<file path="config.mk">
export PLATFORM = sky130hd
export DESIGN_NAME = membus_arbiter
export DESIGN_NICKNAME = d
export VERILOG_FILES = /design/src/rtl/membus_arbiter.sv
export SDC_FILE = /design/constraint.sdc
export NUM_CORES = 1
export LEC_CHECK = 0
export ABC_AREA = 1
export CAP_MARGIN = 20
export CORE_AREA = 2 2 238 240
export DETAILED_ROUTE_END_ITERATION = 10
export DIE_AREA = 0 0 240 242
export HOLD_SLACK_MARGIN = 0.12
export PLACE_DENSITY = 0.44
export SETUP_SLACK_MARGIN = 0.05
export SLEW_MARGIN = 40
export SYNTH_ARGS = -nofsm -noshare
export SYNTH_HDL_FRONTEND = slang
export SYNTH_SLANG_ARGS = --single-unit
export TNS_END_PERCENT = 5
</file>
<file path="constraint.sdc">
create_clock -name clk -period 4.95 [get_ports clk]
set_clock_uncertainty 0.2 [all_clocks]
set_input_delay 1.2375 -clock clk [delete_from_list [all_inputs] [get_ports clk]]
set_output_delay 1.2375 -clock clk [all_outputs]
set_load 0.01 [all_outputs]
</file>
<file path="src/rtl/membus_arbiter.sv">
// Two-master (instruction fetch I, load/store D) round-robin arbiter onto one Membus slave port.
// Requests pass through combinationally; one transaction in flight, response routed to its issuer.
module membus_arbiter #(
    parameter int ADDR_WIDTH = 64,
    parameter int DATA_WIDTH = 64,
    parameter int MASK_WIDTH = 8
) (
    input  logic                  clk,
    input  logic                  rst,

    input  logic                  i_valid,
    output logic                  i_ready,
    input  logic [ADDR_WIDTH-1:0] i_addr,
    input  logic                  i_wen,
    input  logic [DATA_WIDTH-1:0] i_wdata,
    input  logic [MASK_WIDTH-1:0] i_wmask,
    output logic                  i_rvalid,
    output logic [DATA_WIDTH-1:0] i_rdata,

    input  logic                  d_valid,
    output logic                  d_ready,
    input  logic [ADDR_WIDTH-1:0] d_addr,
    input  logic                  d_wen,
    input  logic [DATA_WIDTH-1:0] d_wdata,
    input  logic [MASK_WIDTH-1:0] d_wmask,
    output logic                  d_rvalid,
    output logic [DATA_WIDTH-1:0] d_rdata,

    output logic                  s_valid,
    input  logic                  s_ready,
    output logic [ADDR_WIDTH-1:0] s_addr,
    output logic                  s_wen,
    output logic [DATA_WIDTH-1:0] s_wdata,
    output logic [MASK_WIDTH-1:0] s_wmask,
    input  logic                  s_rvalid,
    input  logic [DATA_WIDTH-1:0] s_rdata
);

    typedef enum logic [1:0] {
        IDLE   = 2'd0,
        WAIT_I = 2'd1,
        WAIT_D = 2'd2
    } owner_t;

    // Master encoding used by grant, last_grant and lock_sel: 0 = I, 1 = D.
    localparam logic SEL_I = 1'b0;
    localparam logic SEL_D = 1'b1;

    owner_t owner;
    owner_t owner_nxt;
    logic   last_grant;
    logic   lock;
    logic   lock_sel;

    logic   issue_ok;
    logic   grant;
    logic   req_vld;
    logic   accept;
    logic   stall;

    // A new request may launch while idle or in the cycle the outstanding response returns.
    assign issue_ok = rst & ((owner == IDLE) | s_rvalid);

    always_comb begin
        grant = ~last_grant;
        if (lock) begin
            grant = lock_sel;
        end else if (i_valid && !d_valid) begin
            grant = SEL_I;
        end else if (d_valid && !i_valid) begin
            grant = SEL_D;
        end
    end

    assign req_vld = (grant == SEL_D) ? d_valid : i_valid;
    assign s_valid = issue_ok & req_vld;
    assign accept  = s_valid & s_ready;
    assign stall   = s_valid & ~s_ready;

    always_comb begin
        s_addr  = '0;
        s_wen   = 1'b0;
        s_wdata = '0;
        s_wmask = '0;
        if (s_valid) begin
            if (grant == SEL_D) begin
                s_addr  = d_addr;
                s_wen   = d_wen;
                s_wdata = d_wdata;
                s_wmask = d_wmask;
            end else begin
                s_addr  = i_addr;
                s_wen   = i_wen;
                s_wdata = i_wdata;
                s_wmask = i_wmask;
            end
        end
    end

    assign i_ready = (grant == SEL_I) & issue_ok & s_ready & i_valid;
    assign d_ready = (grant == SEL_D) & issue_ok & s_ready & d_valid;

    // Owner FSM: state register.
    always_ff @(posedge clk or negedge rst) begin
        if (!rst) begin
            owner <= IDLE;
        end else begin
            owner <= owner_nxt;
        end
    end

    // Owner FSM: next state. A response in IDLE is spurious and leaves the state alone.
    always_comb begin
        owner_nxt = owner;
        if (accept) begin
            owner_nxt = (grant == SEL_D) ? WAIT_D : WAIT_I;
        end else if (s_rvalid && (owner != IDLE)) begin
            owner_nxt = IDLE;
        end
    end

    // Owner FSM: outputs.
    always_comb begin
        i_rvalid = 1'b0;
        d_rvalid = 1'b0;
        case (owner)
            WAIT_I:  i_rvalid = s_rvalid;
            WAIT_D:  d_rvalid = s_rvalid;
            default: ;
        endcase
    end

    assign i_rdata = s_rdata;
    assign d_rdata = s_rdata;

    // A stalled request pins the grant so the slave never sees a request withdrawn.
    always_ff @(posedge clk or negedge rst) begin
        if (!rst) begin
            last_grant <= SEL_D;
            lock       <= 1'b0;
            lock_sel   <= SEL_I;
        end else if (accept) begin
            last_grant <= grant;
            lock       <= 1'b0;
        end else if (stall) begin
            lock       <= 1'b1;
            lock_sel   <= grant;
        end
    end

endmodule

</file>
==> flow_metrics.py <==
metrics = {
    "outcome": {
        "status": "completed",
    },
    "sta": {
        "report.final.setup_viol": 0,
        "slew_viol_final": 0,
        "rsz0062_at_grt": "yes",
        "period_share_pct": 96.9,
        "period_minus_slack_ps": 4800,
        "finalHoldViolCount": 0,
        "max-slew-margin-rel_pct": 78.0,
        "worst_slew_pin_slew_ps": 330,
        "max_freq_mhz": 208,
    },
    "cts": {
        "htreeDepth": 1,
        "insertion_delay_ps": 220,
        "clock_tree.root_cell": "clkbuf_16",
        "path_clk_slew_ps": 30,
        "tritoncts": "built",
        "tritoncts_buffers": 3,
        "ctsLongestPathBuffers": 2,
        "cts_num_sinks": 5,
    },
    "logic_synthesis": {
        "postSynthCellCount": 905,
        "syn-cell-area_sq_um": 4130,
        "mappedNetlistNets": 1249,
        "ys_top_cells_by_area": "nand2_1, buf_4, inv_1",
        "synth-seq-area-share_pct": 3.06,
        "synth_top_area_cell": "nand2_1",
        "yosys_warnings": 0,
        "flip_flop_and_latch_count_after_synthesis": 5,
        "syn_area_per_cell_sq_um": 4.56,
        "ys_types": 15,
        "yosys.area.top_type_share_pct": 51.5,
    },
    "grt": {
        "number_of_global_route_vias_before_repair": 5655,
        "grt_first_pass_wirelength_mm": 31.6,
        "grt_start_max_net_pins": 61,
        "antenna_found_initial": 1,
        "globalRoute.totalOverflow": 0,
        "grt_use_total_pct": 6.95,
    },
    "run": {
        "drv_cap": 0,
    },
    "worst_setup_path": {
        "cp_max_fo": 8,
        "critical_path.endpoint_type": "output port",
        "worst-endpoint-required_ps": 3510,
        "crit_type": "in2out",
        "arrival_ps": 3360,
        "critPathLaunchType": "input pin",
    },
    "detailed_routing": {
        "drc": 0,
        "drt_first_pass_iters": 4,
        "detailedRoute.firstIterationViolations": 140,
        "vias": 5912,
        "drt-wirelength-per-cell_um": 12.3,
        "wirelength_mm": 24.0,
        "vias_per_cell": 3.03,
        "postRouteAntennaNets": 0,
    },
    "placement": {
        "gp_congestion": 0.826,
        "dpl.cell_count": 1940,
        "detailedPlacementHpwl_mm": 19.3,
        "place.port_buffers": 421,
    },
    "power": {
        "power.density_cell_area_nw_per_um2": 362,
        "max-vdd-ir-drop_uv": 300,
        "leakagePower_uw": 0.00627,
    },
    "finish": {
        "layoutNonFillerInstCount": 1952,
        "insertedDiodeCount": 0,
        "layout-area-overhead-vs-synth_pct": 116,
        "post-route-util_pct": 16.0,
        "nNetsFinal": 1541,
        "drive_gt1_share_pct": 9.53,
        "fillers": 6521,
    },
    "die": {
        "placement_rows": 87,
        "start_util_pct": 7.41,
        "floorplan.die_area_sq_um": 58100,
        "die-height_um": 242,
        "placeableCoreArea_sq_um": 55700,
        "pin_count": 614,
        "die_width_um": 240,
    },
    "worst_hold_path": {
        "worst_hold_path_type": "reg2reg",
    },
}
==> critical path: stages <==
cell and delay (ps):
clkdlybuf4s50_1 480, inv_1 70, nand2_1 70, nand2_1 90
nor2_2 170, nand2_2 120, nand2_8 150, buf_12 170
buf_4 160, nand2_1 50, inv_1 50, clkdlybuf4s50_1 530
==> flip-flops by register name, summed over array words and instances (netlist names) <==
| register | flops |
|---|---|
| lock | 1 |
| last_grant | 1 |
| owner | 2 |
| lock_sel | 1 |
==> layout by cell type (no fill, tap or decap), drive strengths merged <==
cell,synthesis,layout
nand2,568,568
o21ai,1,1
dfrtp,4,4
dfstp,1,1
clkdlybuf4s50,0,321
nor2,4,4
buf,170,38
inv,147,147
dlymetal6s2s,0,97
nand4,1,1
nand3,4,4
nor3,2,2
clkbuf,3,8
==> cell families after synthesis <==
logic type,share of synthesized area [%]
simple gates,53.0
buf+inv,43.8
flops,3.06
compound gates,0.121
==> where the power goes <==
group          internal [uW]  switching [uW]
logic                   1380            1650
clock network            106            23.5
registers               64.8            16.0
==> metrics by stage <==
stage	setup TNS, ps	setup slack [ps]	hold slack (ps)	power [uW]	cell area [sq um]
floorplan	0	1370	242	1720	4130
global placement	0	99.2	261	3070	8420
detailed placement	0	106	262	3060	8420
CTS	0	97.1	268	3200	8500
global route	-87.3	-37.7	303	3580	8940
finish	0	152	266	3240	8940
==> Yosys cell counts, drive strengths merged <==
library cell,instances
nor2,4
o21ai,1
nand3,4
clkbuf,3
nand4,1
dfrtp,4
nand2,568
buf,170
inv,147
dfstp,1
nor3,2
==> what timing repair did <==
item	in CTS	in global routing
setup endpoints to repair	0	116
hold buffers	0	0
resized for setup	0	109
buffers inserted	0	4
==> layer usage <==
| metal | part of all wire (%) | track usage [%] | up-vias |
|---|---|---|---|
| met1 | 37 | 7.13 | 2499 |
| li1 | - | - | 2992 |
| met4 | 2.6 | 2.06 | 0 |
| met3 | 12 | 3.04 | 43 |
| met5 | 0 | 0.253 | - |
| met2 | 48 | 12.6 | 378 |
==> layout make-up <==
type	count	area, sq um	share of cell area, %
Inverter	147	557	6.23
Sequential cell	5	126	1.41
Multi-Input combinational cell	580	2220	24.9
Timing Repair Buffer	460	5010	56.0
Tap cell	756	946	10.6
Clock buffer	4	78.8	0.882
==> worst paths after layout <==
| check | from | to | slack, ps | cells after the start |
|---|---|---|---|---|
| max reg2reg | last_grant | lock | 3000 | 11 |
| max | s_rvalid | s_wdata[46] | 150 | 12 |
| min reg2reg | last_grant | last_grant | 270 | 2 |
| max in group asynchronous | rst | last_grant | 3240 | 2 |
| min in group asynchronous | rst | lock_sel | 1110 | 2 |
| min | last_grant | last_grant | 270 | 2 |
Power figures use the tool's default switching activity.
==> variant: new RTL, config.mk and constraints unchanged <==
The 3 values of `owner_t` get a one-hot encoding in 3 bits.
--- a/src/rtl/membus_arbiter.sv
+++ b/src/rtl/membus_arbiter.sv
@@ -38,6 +38,6 @@
 
-    typedef enum logic [1:0] {
-        IDLE   = 2'd0,
-        WAIT_I = 2'd1,
-        WAIT_D = 2'd2
+    typedef enum logic [2:0] {
+        IDLE   = 3'b001,
+        WAIT_I = 3'b010,
+        WAIT_D = 3'b100
     } owner_t;
Check against the original RTL: no difference found for any inputs over 4 cycles, from zero or initial values and one cycle with rst low; so few cycles prove little.
==> variant against the original RTL <==
Total power decreased by 5.4%. Sequential power up 12%. Worst setup slack worse by 0.11 ns. Sequential cell count up 1. Design area shrank 5.9%. Critical path depth decreased by 1. Synthesized area shrank 11%. Routed wire length fell by 0.48%. Count of clock-buffer cells in the layout decreased by 1. Cell count fell by 14%. Register-to-register slack is essentially flat. Global-route usage fell by 0.35 points. Critical path type unchanged. Critical endpoint is now s_wdata[31]. Largest power group unchanged.
==> variant: results (changes against the original RTL) <==
stage,metric,value,unit,change
cells_and_area,layout.nonclk_buf_share,58.4,%,+2.4 points
detailed_routing,drt_wl_total,23.9,mm,-0.48%
run_status,status,completed,,
cells_and_area,final.fill_count,6453,,-1.0%
power_and_ir_drop,switchingPower,1.64,mW,-2.7%
yosys,syn_inst,629,,-30%
place,dp.cells,1663,,-14%
setup_path,crit_end,s_wdata[31],,
sta,achievable-frequency,0.204,GHz,-2.3%
cells_and_area,seq_share,1.81,%,+0.40 points
cells_and_area,multiInputGateArea,2280,µm²,+2.4%
global_route,antenna_found_initial,0,,-1
yosys,yosys.cell_types.count,19,,+4
place,gp_routability_congestion,0.829,,+0.33%
cells_and_area,post_route_cells_drive_above_1_share,16.4,%,+6.9 points
cells_and_area,multi_input_gates,441,,-24%
global_route,grtUsageTotal,6.61,%,-0.35 points
power_and_ir_drop,irDropWorstVdd,0.277,mV,-7.6%
yosys,synth_nets,973,,-22%
sta,hold-worst-slack,0.268,ns,+0.00140 ns
power_and_ir_drop,power.sequential.fraction,3.0,%,+0.5 points
power_and_ir_drop,total_leakage_power,4.20,nW,-33%
setup_path,worst-path-max-fanout,74,,+66
cells_and_area,seq_cell_count,6,,+1
place,dp_worst_setup_slack,-0.0279,ns,-0.134 ns
[variant: routing by layer]
| layer | vias to the layer above | global-route usage, % | share of wire, % |
|---|---|---|---|
| met2 | 379 | 13.0 | 49 |
| met1 | 2274 | 6.22 | 37 |
| met4 | 0 | 2.30 | 3.5 |
| li1 | 2440 | - | - |
| met5 | - | 0 | 0 |
| met3 | 46 | 2.20 | 10 |
[variant: worst register-to-register path, delay by kind of cell, from the launching register on]
kind	cells	cell delay [ns]
flip-flops	1	0.53
AO/OA/AOI/OAI	1	0.08
AND/OR/NAND/NOR	7	0.68
buffers and inverters	2	0.32
[variant: cell families (layout without fill, tap and decap cells)]
| family | Yosys count | after routing | share of synthesized area (%) |
|---|---|---|---|
| AOI/OAI and AO/OA | 141 | 141 | 29.4 |
| buffers and inverters | 182 | 467 | 35.3 |
| DFF | 6 | 6 | 4.13 |
| other | 0 | 2 | 0 |
| and+or+nand+nor | 300 | 300 | 31.2 |
